==> config.mk <==
export PLATFORM = sky130hd
export DESIGN_NAME = seq_alu
export DESIGN_NICKNAME = d
export VERILOG_FILES = /design/src/rtl/seq_alu_pkg.sv /design/src/rtl/seq_mult.sv /design/src/rtl/seq_alu.sv
export SDC_FILE = /design/constraint.sdc
export NUM_CORES = 1
export LEC_CHECK = 0
export CORE_UTILIZATION = 58
export DETAILED_ROUTE_END_ITERATION = 8
export PLACE_DENSITY_LB_ADDON = 0.25
export RECOVER_POWER = 25
export SETUP_SLACK_MARGIN = 0.3
export SKIP_LAST_GASP = 1
export SLEW_MARGIN = 20
export SYNTH_ARGS = -nofsm -noshare
export SYNTH_HDL_FRONTEND = slang
export SYNTH_SLANG_ARGS = --single-unit
==> constraint.sdc <==
create_clock -name clk -period 2.9 [get_ports clk]
set_input_delay 0.58 -clock clk [delete_from_list [all_inputs] [get_ports clk]]
set_output_delay 0.58 -clock clk [all_outputs]
set_load 0.05 [all_outputs]
==> src/rtl/seq_alu_pkg.sv <==
// Shared definitions for the sequential ALU: opcode encoding, handshake FSM
// states and the sizing helper for the multiplier iteration counter.
package seq_alu_pkg;

    localparam logic [2:0] OP_ADD  = 3'b000;
    localparam logic [2:0] OP_SUB  = 3'b001;
    localparam logic [2:0] OP_MUL  = 3'b010;
    localparam logic [2:0] OP_SHR  = 3'b011;
    localparam logic [2:0] OP_SHL  = 3'b100;
    localparam logic [2:0] OP_ANDR = 3'b101;
    localparam logic [2:0] OP_ORR  = 3'b110;
    localparam logic [2:0] OP_XORR = 3'b111;

    typedef enum logic [1:0] {
        ST_IDLE = 2'd0,
        ST_MUL  = 2'd1,
        ST_DONE = 2'd2
    } state_e;

    // Counter must hold 0..width-1 with a spare bit of headroom.
    function automatic int cnt_width(input int width);
        return $clog2(width) + 1;
    endfunction

endpackage

==> src/rtl/seq_mult.sv <==
// Iterative WIDTH x WIDTH unsigned shift-add multiplier. Operands are
// captured on start; WIDTH iterations follow. done is high during the final
// iteration and product then carries that iteration's result, so the caller
// can register the finished product on the same edge the last step retires.
module seq_mult
    import seq_alu_pkg::*;
#(
    parameter int WIDTH = 8
) (
    input  logic               clk,
    input  logic               rst_n,
    input  logic               start,
    input  logic [WIDTH-1:0]   a,
    input  logic [WIDTH-1:0]   b,
    output logic               done,
    output logic [2*WIDTH-1:0] product
);

    localparam int CW = cnt_width(WIDTH);
    localparam logic [CW-1:0] LAST = CW'(WIDTH - 1);

    logic [WIDTH-1:0]   mcand_q;
    logic [2*WIDTH-1:0] prod_q;
    logic [2*WIDTH-1:0] prod_d;
    logic [CW-1:0]      cnt_q;
    logic               run_q;
    logic [WIDTH:0]     acc_sum;

    // One shift-add step: lower half holds the remaining multiplier bits,
    // upper half accumulates; the carry of the add shifts back into the top.
    always_comb begin
        acc_sum = {1'b0, prod_q[2*WIDTH-1:WIDTH]}
                + (prod_q[0] ? {1'b0, mcand_q} : {(WIDTH+1){1'b0}});
        prod_d  = {acc_sum, prod_q[WIDTH-1:1]};
    end

    assign done    = run_q && (cnt_q == LAST);
    assign product = prod_d;

    // Operand capture on start, then one iteration per cycle until LAST.
    always_ff @(posedge clk or negedge rst_n) begin
        if (!rst_n) begin
            mcand_q <= '0;
            prod_q  <= '0;
            cnt_q   <= '0;
            run_q   <= 1'b0;
        end else if (start) begin
            mcand_q <= a;
            prod_q  <= {{WIDTH{1'b0}}, b};
            cnt_q   <= '0;
            run_q   <= 1'b1;
        end else if (run_q) begin
            prod_q <= prod_d;
            cnt_q  <= cnt_q + CW'(1);
            if (cnt_q == LAST) begin
                run_q <= 1'b0;
            end
        end
    end

endmodule

==> src/rtl/seq_alu.sv <==
// Clocked ALU with valid/ready handshakes on both sides. Single-cycle ops are
// registered straight into the result; MUL is handed to seq_mult and the FSM
// waits for it. One operation is in flight at a time.
module seq_alu
    import seq_alu_pkg::*;
#(
    parameter int WIDTH = 8
) (
    input  logic               clk,
    input  logic               rst_n,
    input  logic               in_valid,
    output logic               in_ready,
    input  logic [WIDTH-1:0]   a,
    input  logic [WIDTH-1:0]   b,
    input  logic [2:0]         opcode,
    output logic               out_valid,
    input  logic               out_ready,
    output logic [2*WIDTH-1:0] out,
    output logic               cout,
    output logic               zero,
    output logic               busy
);

    state_e             state_q, state_d;
    logic [2*WIDTH-1:0] out_q, out_d;
    logic               cout_q, cout_d;
    logic               zero_q, zero_d;

    logic               accept;
    logic               issue;
    logic               mult_start;
    logic               mult_done;
    logic [2*WIDTH-1:0] mult_product;
    logic [2*WIDTH-1:0] alu_out;
    logic               alu_cout;
    logic [WIDTH:0]     add_sum;
    logic [WIDTH:0]     sub_diff;

    // Ready in IDLE, or in DONE when the pending result drains this cycle.
    assign in_ready  = rst_n && ((state_q == ST_IDLE) ||
                                 ((state_q == ST_DONE) && out_ready));
    assign accept    = in_valid && in_ready;
    assign out_valid = (state_q == ST_DONE);
    assign busy      = (state_q == ST_MUL);
    assign out       = out_q;
    assign cout      = cout_q;
    assign zero      = zero_q;

    seq_mult #(
        .WIDTH(WIDTH)
    ) u_mult (
        .clk    (clk),
        .rst_n  (rst_n),
        .start  (mult_start),
        .a      (a),
        .b      (b),
        .done   (mult_done),
        .product(mult_product)
    );

    // Single-cycle operations; MUL yields nothing here.
    always_comb begin
        add_sum  = {1'b0, a} + {1'b0, b};
        sub_diff = {1'b0, a} - {1'b0, b};
        alu_out  = '0;
        alu_cout = 1'b0;
        case (opcode)
            OP_ADD: begin
                alu_out[WIDTH:0] = add_sum;
                alu_cout         = add_sum[WIDTH];
            end
            OP_SUB: begin
                alu_out[WIDTH-1:0] = sub_diff[WIDTH-1:0];
                alu_cout           = sub_diff[WIDTH];
            end
            OP_SHR:  alu_out  = {b >> 1, a >> 1};
            OP_SHL:  alu_out  = {b << 1, a << 1};
            OP_ANDR: alu_cout = (&a) & (&b);
            OP_ORR:  alu_cout = (|a) | (|b);
            OP_XORR: alu_cout = (^a) ^ (^b);
            default: ;
        endcase
    end

    // Next-state and result capture; an accept in DONE follows IDLE rules.
    always_comb begin
        state_d    = state_q;
        out_d      = out_q;
        cout_d     = cout_q;
        zero_d     = zero_q;
        mult_start = 1'b0;
        issue      = 1'b0;
        case (state_q)
            ST_IDLE: issue = accept;
            ST_MUL: begin
                if (mult_done) begin
                    out_d   = mult_product;
                    cout_d  = 1'b0;
                    zero_d  = (mult_product == '0);
                    state_d = ST_DONE;
                end
            end
            ST_DONE: begin
                if (out_ready) begin
                    state_d = ST_IDLE;
                    issue   = accept;
                end
            end
            default: state_d = ST_IDLE;
        endcase
        if (issue) begin
            if (opcode == OP_MUL) begin
                mult_start = 1'b1;
                state_d    = ST_MUL;
            end else begin
                out_d   = alu_out;
                cout_d  = alu_cout;
                zero_d  = (alu_out == '0);
                state_d = ST_DONE;
            end
        end
    end

    // State and result registers; reset drops any in-flight operation.
    always_ff @(posedge clk or negedge rst_n) begin
        if (!rst_n) begin
            state_q <= ST_IDLE;
            out_q   <= '0;
            cout_q  <= 1'b0;
            zero_q  <= 1'b1;
        end else begin
            state_q <= state_d;
            out_q   <= out_d;
            cout_q  <= cout_d;
            zero_q  <= zero_d;
        end
    end

endmodule

# --- Word level (Yosys, flattened, before mapping) ---
# Cells that the tools add are included.
classes:
  addsub: 4
  mul: 0
  div: 0
  magnitude_cmp: 0
  eq_ne: 13
  shifts: 0
  n_mux: 33
  n_bitwise: 3
  reduce_logical: 17
ops:
  columns: ["op", "count"]
  rows:
  - ["two-way mux 16 bit", 6]
  - ["zero test 16 bit", 2]
  - ["one-hot mux 8 bit (4 select lines)", 1]
  - ["AND reduction 8 bit", 2]
  - ["OR reduction 8 bit", 2]
  - ["XOR reduction 8 bit", 2]
  - ["two-way mux 1 bit", 14]
  - ["one-hot mux 7 bit (2 select lines)", 1]
  - ["== test 3 bit (second input constant)", 4]
  - ["adder 8 x 8 -> 9 bit", 1]
  - ["adder 8 x 9 -> 9 bit", 1]
  - ["subtractor 8 x 8 -> 9 bit", 1]
  - ["two-way mux 2 bit", 4]
  - ["two-way mux 4 bit", 2]
  - ["two-way mux 8 bit", 1]
  - ["== test 3 x 2 -> 1 bit (second input constant)", 2]
  - ["!= test 3 x 1 -> 1 bit (second input constant)", 2]
  - ["one-hot mux 2 bit (3 select lines)", 1]
  - ["one-hot mux 1 bit (5 select lines)", 1]
  - ["adder 4 x 1 -> 4 bit (second input constant)", 1]
  - ["== test 4 x 3 -> 1 bit (second input constant)", 1]
  - ["logical AND 1 bit", 4]
  - ["one-hot mux 1 bit (2 select lines)", 2]
  - ["== test 3 x 1 -> 1 bit (second input constant)", 1]
  - ["other kinds (11)", 11]
totals:
  register_bits: 49
  latchBits: 0
  ramBits: 0
  rom_bits: 0
  in_bits: 23
  out_inout_bits: 21
  memories: 0

# --- Logic depth before layout (Yosys ltp) ---
# Gate-level depths: netlist of run 1.
depth:
  ltp_word: 9
  mapped_depth: 11

# --- Hierarchy ---
# Synthesis of run 1 repeated with hierarchy kept, for this count alone.
hier_totals:
  cells_unflattened: 464
  hier_area_um2: 4197.8
by_module_without_submodules:
  columns: ["mod", "instances", "cells_per_inst", "area_each_um2"]
  rows:
  - ["seq_alu", 1, 298, 2473.6]
  - ["seq_mult", 1, 166, 1724.2]

# --- Worst setup path before layout of run 1 ---
# No wires, ideal clock.
synth_timing:
  kind: "input -> register"
  start: "input out_ready"
  end: "register zero_q, in the netlist zero"
  setup_time_ps: 72
  arrival_time_ps: 2644
  t_required_ps: 2828
  setup_slack_ps: 184
  stages: 7
  n_path_buf: 0
  cell_sequence: "nor2b_1 -> nor3b_2 -> nand3_1 -> a221oi_1 -> nand4_1 -> or4_1 -> o21ai_1"
synth_between:
  elab_chain_len: 7
synth_rtl:
  columns: ["element", "line", "text"]
  rows:
  - ["start: declaration", "seq_alu.sv:17", "input logic out_ready,"]
  - ["logical AND 1 bit (*)", "seq_alu.sv:41", "((state_q == ST_DONE) && out_ready));"]
  - ["logical OR 1 bit (*)", "seq_alu.sv:40", "assign in_ready = rst_n && ((state_q == ST_IDLE) ||"]
  - ["logical AND 1 bit (*)", "seq_alu.sv:40", null]
  - ["named net in_ready", "seq_alu.sv:12", "output logic in_ready,"]
  - ["logical AND 1 bit (*)", "seq_alu.sv:42", "assign accept = in_valid && in_ready;"]
  - ["two-way mux 1 bit", "seq_alu.sv:104", "if (out_ready) begin"]
  - ["one-hot mux 1 bit (2 select lines) (*)", "seq_alu.sv:93", "case (state_q)"]
  - ["two-way mux 1 bit (*)", "seq_alu.sv:111", "if (issue) begin"]
  - ["named net zero_d", "seq_alu.sv:27", "logic zero_q, zero_d;"]
  - ["end signal: assignment", "seq_alu.sv:135", "zero_q <= zero_d;"]
  - ["end: declaration", "seq_alu.sv:27", null]
# Mark *: on every way through the listed nets, which the timed path passes. The rest lies on a longest branch.
# A chain may end at the register's enable or synchronous reset.

# --- Worst setup path in the final report of run 1 ---
layout_timing:
  start: "register u_mult.mcand_q[0]"
  end: "register zero_q, in the netlist zero"
layout_between:
  elab_chain_len: 7
layout_rtl:
  columns: ["element", "line", "text"]
  rows:
  - ["start: declaration", "seq_mult.sv:22", "logic [WIDTH-1:0] mcand_q;"]
  - ["start signal: assignment", "seq_mult.sv:43", "mcand_q <= '0;"]
  - ["start signal: assignment", "seq_mult.sv:48", "mcand_q <= a;"]
  - ["two-way mux 8 bit (*)", "seq_mult.sv:33", "+ (prod_q[0] ? {1'b0, mcand_q} : {(WIDTH+1){1'b0}});"]
  - ["adder 8 x 9 -> 9 bit (*)", "seq_mult.sv:33", null]
  - ["zero test 16 bit (*)", "seq_alu.sv:99", "zero_d = (mult_product == '0);"]
  - ["two-way mux 1 bit (*)", "seq_alu.sv:96", "if (mult_done) begin"]
  - ["two-way mux 1 bit (*)", "seq_alu.sv:93", null]
  - ["two-way mux 1 bit", "seq_alu.sv:112", "if (opcode == OP_MUL) begin"]
  - ["two-way mux 1 bit (*)", "seq_alu.sv:111", null]
  - ["named net zero_d", "seq_alu.sv:27", null]
# Marks and branches as above.

==> impl_metrics.json, run 1 <==
{
  "outcome": "finished with violations",
  "violations": "DRC",
  "die_x_um": 84.7,
  "area_growth_pct": 38.6,
  "criticalPathCategory": "flip-flop to flip-flop",
  "clockBufferDepth": 2,
  "hold_viol": 0,
  "cts_sinks": 49,
  "ys_types": 61,
  "powerDensity_nw_per_um2": 766,
  "vias": 4162,
  "r2r_end": "zero",
  "syn-cell-area_um2": 3960,
  "slew_violations": 0,
  "synth-seq-cells": 49,
  "io_pins": 44,
  "track_usage_pct": 37.7,
  "fin_nets": 636,
  "holdCritPathClass": "flip-flop to flip-flop",
  "finalClockSkew_ns": 0.0158,
  "rsz0062_at_grt": "yes",
  "cts_htree_levels": 2,
  "finalWeightedCongestion": 0.959,
  "cts-root-buf": "clkbuf_8",
  "synth-edff-count": 0,
  "rows": 29,
  "n_antenna_cell": 0,
  "rrSetupSlack_ns": 0.17,
  "worstPathMaxFanout": 3,
  "initial_core_util_pct": 61.4,
  "path_clk_slew_ns": 0.09,
  "hold_ws_ns": 0.487,
  "finalPower_uw": 4210,
  "worstPathArrival_ns": 2.97,
  "fin_cells": 646,
  "drtIter0Drc": 460,
  "drive_above_1_share_pct": 27.4,
  "yosys_warnings": 0,
  "required_ns": 3.14,
  "avgViaCountPerCell": 6.44,
  "synth_seq_area_share_pct": 31.0,
  "synthesis.nets": 513,
  "grt_pass1_wl_mm": 20.9,
  "place_hpwl_mm": 9.56,
  "die_h_um": 84.7,
  "place_ws_ns": -0.390,
  "period_share_pct": 94.1,
  "cts_made_buffers": 5,
  "die_area_um2": 7170,
  "hold_end": "u_mult.mcand_q[2]",
  "peakVddDrop_mv": 0.480,
  "startpoint_type": "flip-flop",
  "io_buffers": 43,
  "grt_pass1_vias": 4137,
  "wire_per_inst_um": 20.5,
  "fmax_mhz": 366,
  "core_um2": 6460,
  "cts_hold_buf": 0,
  "p_leak_uw": 0.00250,
  "clk_latency_ns": 0.31,
  "endpoint_kind": "flip-flop",
  "fin_ws_ns": 0.170,
  "worst_slew_pin_slew_ns": 1.19,
  "rr_worst_depth": 10,
  "wl_mm": 13.2,
  "final_antenna_net_count": 0,
  "final_common_cell": "buf_4",
  "fin_setup_tns_ns": 0,
  "synthArstFlopShare_pct": 100,
  "r2r-start": "u_mult.mcand_q[0]",
  "antenna_found_initial": 0,
  "first_pass_iters": 9,
  "tritoncts": "done",
  "synthFlopType": "dfrtp_1",
  "overflow": 0,
  "slew_headroom_pct": 20.9,
  "route.detailed.drc": 2,
  "hp-start": "u_mult.mcand_q[2]",
  "syn_inst": 445,
  "setup_viol": 0,
  "holdPathStages": 2,
  "fin_crit_ns": 2.73,
  "place_inst": 623,
  "final_cell_mix": "91 x buf_4, 48 x dfrtp_1, 42 x nor2_1",
  "grt_max_degree": 50,
  "syn_area_per_cell_um2": 8.90,
  "max_cap_viol_count": 0
}
[worst max-delay path by stage]
stage	start	endpoint	depth (start not counted)
floorplan	a[0]	zero	10
finish	u_mult.mcand_q[0]	zero	10
detailed placement	b[0]	zero	11
global placement	a[0]	zero	11
global route	u_mult.mcand_q[0]	zero	10
CTS	a[1]	zero	10
[per-stage QoR]
step | utilization (%) | instance area (um^2)
2_1_floorplan | - | 3980
3_3_place_gp | 77.9 | 5030
3_5_place_dp | 77.9 | 5030
4_1_cts | 83.4 | 5390
5_1_grt | 85.1 | 5490
6_report | 85.1 | 5490
[power by group]
part | switching (uW) | internal (uW)
Combinational | 1400 | 1100
Clock | 240 | 259
Sequential | 245 | 970
Total | 1880 | 2330
[per-layer routing]
layer | wire (um) | global-route usage [%] | vias to the layer above
met5 | 0 | 0 | -
met4 | 743 | 19.4 | 0
met3 | 1020 | 5.21 | 78
met2 | 6320 | 64.7 | 257
met1 | 5150 | 46.4 | 1968
li1 | - | - | 1859
[registers in the layout (all words and copies together) (netlist names)]
register / flops
u_mult.prod_q: 16
u_mult.cnt_q: 4
zero: 1
u_mult.run_q: 1
out: 16
state_q: 2
u_mult.mcand_q: 8
cout: 1
[cell families after synthesis]
logic type | Yosys count | synth area share, %
AOI/OAI and AO/OA | 122 | 20.4
xor gates and xnor gates | 19 | 4.20
adders and majority gates | 45 | 14.8
buffers and inverters | 48 | 4.80
DFF | 49 | 31.0
muxes | 32 | 8.11
and+or+nand+nor | 130 | 16.7
[cell type report]
cell class                      instances  area (um^2)
Multi-Input combinational cell        348         2820
Sequential cell                        49         1230
Timing Repair Buffer                  138         1140
Fill cell                             382          965
Inverter                               26         97.6
Tap cell                               77         96.3
Clock buffer                            5         68.8
Clock inverter                          3         43.8
[repair_timing]
item                       CTS  global route
pin swaps                   23            14
buffers inserted            13             2
resized for setup           57            18
setup endpoints to repair    6             6
[synthesized netlist by cell type (8+ instances only)]
cell type   n  area share, %
mux2i_1    31            7.8
dfrtp_1    48             30
nand3_1     8            1.0
ha_1       42             13
inv_1      25            2.4
nand2_1    22            2.1
nor3_1     10            1.3
o21ai_0    26            3.3
clkbuf_1   18            1.7
nor2_1     42            4.0
xnor2_1    15            3.3
a211oi_1    9            1.7
and2_1     10            1.6
a21oi_1    28            3.5
[critical path, cell delays in order, from the launching register on]
cell and delay [ns]:
dfrtp_1 0.40, and2_4 0.19, ha_4 0.16, fa_2 0.40
a211oi_4 0.30, o21a_1 0.19, o21bai_1 0.10, a21oi_2 0.15
or4bb_4 0.56, a2bb2oi_1 0.14, o21ai_1 0.07
(Power assumes the default switching activity.)
==> run 2: changes to the inputs <==
- ABC_AREA: default -> 1
- ABC_CLOCK_PERIOD_IN_PS: default -> 2900
- CELL_PAD_IN_SITES_DETAIL_PLACEMENT: default -> 0
- CELL_PAD_IN_SITES_GLOBAL_PLACEMENT: default -> 1
- CORE_UTILIZATION: 58 -> 42
==> impl_metrics.json, run 2 <==
{
  "synth_mux_area_share_pct": 0,
  "grt_max_degree": 50,
  "slew_headroom_pct": 20.0,
  "startpoint_type": "primary input",
  "rsz0062_at_grt": "no",
  "criticalPathCategory": "primary input to flip-flop",
  "period_share_pct": 84.9,
  "first_pass_iters": 5,
  "yosys.area_share.simple_pct": 31.6,
  "clk_latency_ns": 0.31,
  "synth_top_family_by_area": "simple AND/OR/NAND/NOR gates",
  "finalClockSkew_ns": 0.0104,
  "path_clk_slew_ns": 0.09,
  "drtIter0Drc": 250,
  "yosysMostFrequentCell": "nand2_1",
  "crit_path_top_delay_cell": "clkdlybuf4s50_1",
  "finalWeightedCongestion": 0.940,
  "drive_above_1_share_pct": 8.36,
  "grt_pass1_vias": 3996,
  "holdPathStages": 2,
  "fmax_mhz": 406,
  "place_inst": 778,
  "crit_chain": "clkdlybuf4s50_1 > inv_1 > ha_1 > inv_1 > nand2_1 > nand2_1 > nand4_1 > nand2_1 > a21oi_1 > nand2_1 > nor2_1 > nand3_1 > nand2_1",
  "holdCritPathClass": "flip-flop to flip-flop",
  "die_x_um": 101,
  "final_cell_mix": "160 x nand2_1, 86 x inv_1, 54 x nor2_1",
  "hp-start": "u_mult.mcand_q[5]",
  "die_area_um2": 10300,
  "r2r-start": "u_mult.mcand_q[0]",
  "slowest_delay_ns": 0.49,
  "synth_top_area_share_pct": 28.9,
  "clockBufferDepth": 2,
  "tritoncts": "done",
  "vias": 4125,
  "synthArstFlopShare_pct": 100,
  "synth-edff-count": 0,
  "endpoint_kind": "flip-flop",
  "fin_cells": 787,
  "fin_crit_ns": 2.46,
  "ys_types": 35,
  "wire_per_inst_um": 15.8,
  "required_ns": 3.15,
  "yosys_warnings": 0,
  "p_leak_uw": 0.00262,
  "fin_nets": 725,
  "die_h_um": 101,
  "avgViaCountPerCell": 5.24,
  "hold_viol": 0,
  "synth-compound-area-share_pct": 11.9,
  "track_usage_pct": 25.6,
  "syn_inst": 599,
  "r2r_end": "zero",
  "initial_core_util_pct": 44.1,
  "slew_violations": 0,
  "io_pins": 44,
  "final_antenna_net_count": 0,
  "synthesis.nets": 667,
  "final_common_cell": "nand2_1",
  "route.detailed.drc": 0,
  "post-synth-top-area-cell": "dfrtp_1",
  "setup_viol": 0,
  "rr_worst_depth": 14,
  "synth_seq_area_share_pct": 29.6,
  "max_cap_viol_count": 0,
  "fin_util_pct": 52.3,
  "overflow": 0,
  "synth-seq-cells": 49,
  "synth_xor_area_share_pct": 2.32,
  "outcome": "finished clean",
  "powerDensity_nw_per_um2": 662,
  "wl_mm": 12.4,
  "grt_pass1_wl_mm": 20.1,
  "worst_slew_pin_slew_ns": 1.20,
  "n_antenna_cell": 0,
  "place_hpwl_mm": 9.88,
  "syn-cell-area_um2": 4150,
  "syn_area_per_cell_um2": 6.93,
  "peakVddDrop_mv": 0.564,
  "cts_made_buffers": 5,
  "finalPower_uw": 3260,
  "io_buffers": 43,
  "core_um2": 9420,
  "rows": 35,
  "hold_end": "u_mult.mcand_q[5]",
  "synthTopCellsByArea": "dfrtp_1 29%, nand2_1 14%, ha_1 13%, inv_1 7.9%, nand3_1 5.8%",
  "cpMostUsedCell": "nand2_1",
  "rrSetupSlack_ns": 0.54,
  "cts_sinks": 49,
  "worstPathMaxFanout": 10,
  "antenna_found_initial": 0,
  "synth_adder_area_share_pct": 14.1,
  "ys_top_cells_by_count": "160 x nand2_1, 87 x inv_1, 55 x nor2_1, 48 x dfrtp_1, 48 x nand3_1",
  "area_growth_pct": 18.7,
  "cts-root-buf": "clkbuf_8",
  "worstPathArrival_ns": 2.71,
  "cts_htree_levels": 2,
  "synthFlopType": "dfrtp_1"
}
run 2: cell count changes in the layout (fill, tap and decap cells not counted), sizes merged, moves of 17 or more:
cell	before	now
nand2	22	162
buf	97	24
inv	27	93
nand3	8	50
mux2i	31	0
nor2	42	62
a21oi	28	11
o21ai	29	46
run 2: critical path, delay by kind of cell:
family	cells	cell delay, ns
AND/OR/NAND/NOR	8	0.72
adder cells (fa/ha/maj)	1	0.48
AO/OA/AOI/OAI	1	0.26
buffers and inverters	3	0.67
run 2: area by class of cell:
class | count | area, um^2
fill | 967 | 4490
multi-input combinational | 442 | 2500
sequential | 49 | 1230
timing repair buffer | 67 | 604
inverter | 92 | 345
tap | 129 | 161
clock buffer | 5 | 68.8
clock inverter | 3 | 21.3
run 2: kinds of logic (layout without fill, tap and decap cells):
family / Yosys count / count (layout)
and+or+nand+nor: 302 / 302
buffers and inverters: 108 / 167
AOI/OAI and AO/OA: 84 / 84
DFF: 49 / 49
adders and majority gates: 45 / 45
xor gates and xnor gates: 11 / 11
run 2: worst max-delay path by stage:
stage	start	endpoint	slack [ns]	cells past startpoint
finish	b[2]	zero	0.44	13
global route	u_mult.mcand_q[0]	zero	0.31	14
CTS	a[0]	zero	0.39	14
detailed placement	a[0]	zero	-0.19	14
global placement	a[0]	zero	-0.18	14
floorplan	u_mult.prod_q[0]	zero	0.65	15
run 2: timing repair:
action                     in CTS  in global routing
setup buffers                   1                  0
pin swaps                       0                  0
setup endpoints to repair       1                  1
hold buffers                    0                  0
gates resized for setup         2                  4
gates cloned                    0                  0
run 2: stage by stage:
stage               hold slack (ns)  setup TNS, ns  cell area, um^2  worst slack, ns
global route                  0.537              0             4930            0.313
CTS                           0.501              0             4920            0.386
floorplan                     0.284              0             4150            0.654
finish                        0.491              0             4930            0.438
global placement              0.474         -0.180             4820           -0.180
detailed placement            0.478         -0.187             4820           -0.187
run 2: power breakdown:
group | internal (uW) | switching [uW] | total, uW
Combinational | 610 | 1130 | 1740
Clock | 172 | 245 | 416
Sequential | 931 | 176 | 1110
run 2: metal layers:
metal,up-vias,wire (um),track usage [%]
met1,1929,6000,37.7
li1,2062,-,-
met2,125,5580,39.8
met3,9,730,3.93
met5,-,0,0
met4,0,90,5.02
==> RTL change 1, RTL diff (flow settings as in run 2) <==
Make the reset (`rst_n`) synchronous in 2 clocked blocks.
--- a/src/rtl/seq_mult.sv
+++ b/src/rtl/seq_mult.sv
@@ -38,7 +38,7 @@
     assign product = prod_d;
 
     // Operand capture on start, then one iteration per cycle until LAST.
-    always_ff @(posedge clk or negedge rst_n) begin
+    always_ff @(posedge clk) begin
         if (!rst_n) begin
             mcand_q <= '0;
             prod_q  <= '0;
--- a/src/rtl/seq_alu.sv
+++ b/src/rtl/seq_alu.sv
@@ -122,7 +122,7 @@
     end
 
     // State and result registers; reset drops any in-flight operation.
-    always_ff @(posedge clk or negedge rst_n) begin
+    always_ff @(posedge clk) begin
         if (!rst_n) begin
             state_q <= ST_IDLE;
             out_q   <= '0;
Function: differs if rst_n is asserted again (counterexample within 4 cycles, from zero or initial values and one cycle with rst_n low); with rst_n held inactive, the same outputs for 4 cycles.
==> RTL change 1 against run 2 <==
  * Via count up 7.2%
  * Routed wire length up 9.6%
  * Final area up 1.0%
  * Core utilization down 1.2 points
  * Die area up 1.2%
  * Synthesized cell count up 9.8%
  * Area after synthesis up 1.2%
  * Final cell count up 7.8%
  * Sequential cell count unchanged
  * Setup slack worse by 0.077 ns
  * Count of clock-buffer cells in the layout up 1
  * Highest routed layer unchanged
Power is not compared: it rests on default switching activity, and its combinational part moved more than twofold at a synthesized area within 25%.
==> RTL change 1: results (changes against run 2) <==
The final-layout fill cell count was 1,062 (+9.8%). The count of cells along the worst register-to-register path came to 13 (-1). In this design, the largest share of critical-path delay is due to buffers and inverters.

The critical path ends at out[3]$_SDFF_PN0_. The non-clock buffering overhead in the final layout is 13.37% (+1.1 points). The multi-input combinational cell count came out at 483 (+9.3%). Tracing the worst setup path back leads to its startpoint at opcode[1]. The global routing met3 resource utilization came out at 3.967% (+0.033 points).

The number of non-clock buffers came out at 73 (+9.0%). The flow ran to the end, and the final reports show no timing, DRC or antenna violations. The worst hold margin came to 0.4701 ns (-0.02048 ns). The met3 wire length is 623 µm (-15%). The overall routing resource usage was 27.10% (+1.5 points). The synthesized net count came out at 726 (+8.8%).

The buffer count from post-CTS setup fixing came out at 0 (-1). The proportion of synthesized chip area in sequential cells came out at 23.35% (-6.2 points). The net count of the finished layout came out at 782 (+7.9%). The arrival time reported for the critical path endpoint came out at 2.77 ns (+0.06 ns). The synthesized-area fraction occupied by xor and xnor cells is 2.294% (-0.027 points). The initial detailed-routing violation count is 195 (-22%).

The sum of routed wire length over all layers is 13.59 mm (+9.6%). The commonest cells after synthesis are sky130_fd_sc_hd__nand2_1, sky130_fd_sc_hd__inv_1, sky130_fd_sc_hd__nand3_1, sky130_fd_sc_hd__a21oi_1, sky130_fd_sc_hd__dfxtp_1. In this run the critical register-to-register path is launched from u_mult.prod_q[0]$_SDFFE_PN0P_. The post-synthesis async set-or-reset flop share came out at 0% (-100 points). The number of signal-net inverters in the final layout came out at 102 (+11%).

The cell count after placement is 840 (+8.0%). The wire length on met1 came out at 6.902 mm (+15%). The area fraction of clock buffers and clock inverters is 1.935% (+0.11 points). The sequential cell area was 980.9 µm² (-20%). The fraction of the mapped netlist area in adder cells is 13.94% (-0.16 points).

The start point of the worst hold path is u_mult.prod_q[2]$_SDFFE_PN0P_. The count of distinct cell types in the synthesized netlist is 36 (+2.9%). The worst setup skew after layout was 0.01343 ns (+0.003068 ns). By area the synthesized netlist is led by sky130_fd_sc_hd__dfxtp_1, sky130_fd_sc_hd__nand2_1, sky130_fd_sc_hd__ha_1.

The first-pass GRT wire length is 21.05 mm (+4.6%). The filler-free cell count of the finished design came out at 848 (+7.8%). The average size of a mapped cell was 6.383 µm² (-7.9%). The number of global-route vias before repair was 4,056 (+1.5%). The cell at the slowest stage of the critical path is sky130_fd_sc_hd__dlygate4sd3_1. The fraction of the mapped netlist area in compound gates came to 15.88% (+4.0 points).

The slack of the worst reg-to-reg path came to 0.46 ns (-0.08 ns). The wire length on met2 came out at 5.750 mm (+3.0%). The transition at the pin with the smallest max-transition slack was 0.5565 ns (-0.6428 ns). The path with the worst hold slack has its endpoint at u_mult.prod_q[2]$_SDFFE_PN0P_.

The worst register-to-register path ends at zero$_SDFF_PN1_.
-- RTL change 1: cell types whose count changed after synthesis, moves of 5 or more --
cell                       delta
sky130_fd_sc_hd__a22o_1       -7
sky130_fd_sc_hd__o21ai_0      -5
sky130_fd_sc_hd__a21oi_1     +38
sky130_fd_sc_hd__a31oi_1      +7
sky130_fd_sc_hd__o221ai_1     -6
sky130_fd_sc_hd__nand2_1      +8
sky130_fd_sc_hd__dfxtp_1     +49
sky130_fd_sc_hd__nor2_1      -10
sky130_fd_sc_hd__inv_1       +10
sky130_fd_sc_hd__o21bai_1     +5
sky130_fd_sc_hd__dfrtp_1     -48
-- RTL change 1: per-stage QoR --
| stage | setup slack (ns) | area, µm² |
|---|---|---|
| final | 0.3616 | 4980 |
| after global routing | 0.1802 | 4980 |
| after CTS | 0.4169 | 4987 |
| after detailed placement | 0.08651 | 4891 |
| after global placement | 0.08194 | 4891 |
| after floorplan | 0.8692 | 4200 |
==> RTL change 2, RTL diff (config.mk and constraints of run 2) <==
Without the edit above. `WIDTH` is set to 8 in 2 places; all go to 6.
--- a/src/rtl/seq_mult.sv
+++ b/src/rtl/seq_mult.sv
@@ -5,7 +5,7 @@
 module seq_mult
     import seq_alu_pkg::*;
 #(
-    parameter int WIDTH = 8
+    parameter int WIDTH = 6
 ) (
     input  logic               clk,
     input  logic               rst_n,
--- a/src/rtl/seq_alu.sv
+++ b/src/rtl/seq_alu.sv
@@ -4,7 +4,7 @@
 module seq_alu
     import seq_alu_pkg::*;
 #(
-    parameter int WIDTH = 8
+    parameter int WIDTH = 6
 ) (
     input  logic               clk,
     input  logic               rst_n,
Ports: changed (resized a, b and out); port bits go from 44 to 36. No check against the original RTL was run, so the function may have changed too.
==> RTL change 2 against run 2 <==
  * The flow now finishes with violations (max-capacitance violations, max-slew violations)
  * Sequential cell count shrank 10
  * Area after synthesis shrank 23%
  * Routed wire length shrank 28%
  * Setup slack lost 0.0022 ns
  * Via count shrank 27%
  * Final area shrank 23%
  * Combinational power shrank 21%
  * Register-to-register slack gained 0.14 ns
  * Synthesized cell count shrank 28%
  * Power shrank 18%
  * Critical path type is now reg -> out
==> RTL change 2: results (changes against run 2) <==
The net count of the finished layout came out at 531 (-27%). The buffer count from post-CTS setup fixing came out at 0 (-1). Following the worst setup path forward leads to its endpoint at busy. The cell count after placement is 569 (-27%).

The flow ran to the end, but the final reports show violations. By area the synthesized netlist is led by sky130_fd_sc_hd__dfrtp_1, sky130_fd_sc_hd__nand2_1, sky130_fd_sc_hd__ha_1. The count of cells along the worst register-to-register path came out at 13 (-1). The maximum achievable frequency is 0.4058 GHz (about the same). The overall routing resource usage came out at 24.67% (-0.92 points). The final reports fail on max-capacitance violations, max-slew violations. The share of final-layout standard cells stronger than drive strength 1 was 8.996% (+0.64 points). The filler-free cell count of the finished design was 577 (-27%). The number of instances resized during post-cts repair came to 0 (-2). The startpoint of the lowest-slack register-to-register path is u_mult.prod_q[0]$_DFFE_PN0P_. The max-slew violation count was 40 (+40). The initial detailed-routing violation count came out at 151 (-40%). In the synthesized netlist, the cells that appear most often are sky130_fd_sc_hd__nand2_1, sky130_fd_sc_hd__inv_1, sky130_fd_sc_hd__nor2_1, sky130_fd_sc_hd__dfrtp_1, sky130_fd_sc_hd__ha_1. The worst IR drop on VDD came out at 0.2027 mV (-64%). The routed wire length per instance is 15.58 µm (-1.1%). The count of distinct cell types in the synthesized netlist is 37 (+5.7%). The via total after detailed routing is 2,996 (-27%). The final-layout fill cell count is 765 (-21%). The proportion of synthesized chip area in sequential cells came out at 30.71% (+1.1 points).

The number of search-and-repair iterations in the first detailed-routing pass came to 4 (-1). The synthesized net count was 485 (-27%). The HPWL after detailed placement is 7.085 mm (-28%). The worst setup skew after layout came out at 0.006830 ns (-0.003532 ns). The fraction of the mapped netlist area in adder cells came out at 14.47% (+0.37 points). The worst setup slack after placement is 0.06920 ns (+0.2566 ns). The net load switching power was 0.001238 W (-20%). The arrival time reported for the critical path endpoint is 1.88 ns (-0.83 ns). The pin count of the biggest net entering global routing came out at 40 (-20%).

The count of mapped cells out of synthesis is 431 (-28%). The first-pass GRT wire length was 14.63 mm (-27%). The max-capacitance violation count came to 1 (+1). The tree is rooted in a sky130_fd_sc_hd__clkbuf_8. The fraction of the mapped netlist area in compound gates was 13.29% (+1.4 points). The transition at the pin with the smallest max-transition slack came out at 2.121 ns (+0.9215 ns).

The slack of the worst reg-to-reg path is 0.68 ns (+0.14 ns). The worst hold endpoint is u_mult.mcand_q[1]$_DFFE_PN0P_. The start point of the worst hold path is u_mult.mcand_q[1]$_DFFE_PN0P_.
RTL change 2: cell types whose count changed in the layout (fill, tap and decap cells not counted), moves of 11 or more:
cell	before	now
sky130_fd_sc_hd__nand2_1	160	108
sky130_fd_sc_hd__inv_1	86	62
sky130_fd_sc_hd__nand3_1	48	27
sky130_fd_sc_hd__o21ai_0	43	27
sky130_fd_sc_hd__nor2_1	54	39
sky130_fd_sc_hd__buf_4	24	13
sky130_fd_sc_hd__ha_1	42	31
RTL change 2: area by class of cell:
type	instances	area share, %
Sequential cell	39	25.78
Inverter	64	6.337
Clock buffer	7	2.541
Multi-Input combinational cell	318	49.80
Tap cell	99	3.267
Timing Repair Buffer	49	12.08
Clock inverter	1	0.1980
RTL change 2: power groups by stage:
stage | clock (W) | combinational [W] | sequential (W)
after floorplan | 0 | 0.000703 | 0.00111
after global placement | 0 | 0.00136 | 0.000893
after detailed placement | 0 | 0.00137 | 0.000898
after CTS | 0.000424 | 0.00138 | 0.000889
after global routing | 0.000447 | 0.00151 | 0.000915
final | 0.000418 | 0.00138 | 0.000890
RTL change 2: cell families after synthesis:
kind of cell / count (synthesis)
flip-flops: 39
AO/OA/AOI/OAI: 69
buffers and inverters: 74
adder cells (fa/ha/maj): 35
AND/OR/NAND/NOR: 204
XOR/XNOR: 10
RTL change 2: metal layers:
layer  track usage (%)  up-vias  part of all wire, %
met3             2.678       14                  3.2
met4             7.648        0                  1.8
li1                  -     1502                    -
met2             41.96       63                   48
met5                 0        -                    0
met1             33.09     1417                   47
RTL change 2: through the flow:
| step | area, µm² | hold WS (ns) |
|---|---|---|
| finish | 3791 | 0.4902 |
| global route | 3791 | 0.5080 |
| CTS | 3791 | 0.3699 |
| detailed placement | 3687 | 0.4764 |
| global placement | 3687 | 0.4703 |
| floorplan | 3182 | 0.2844 |
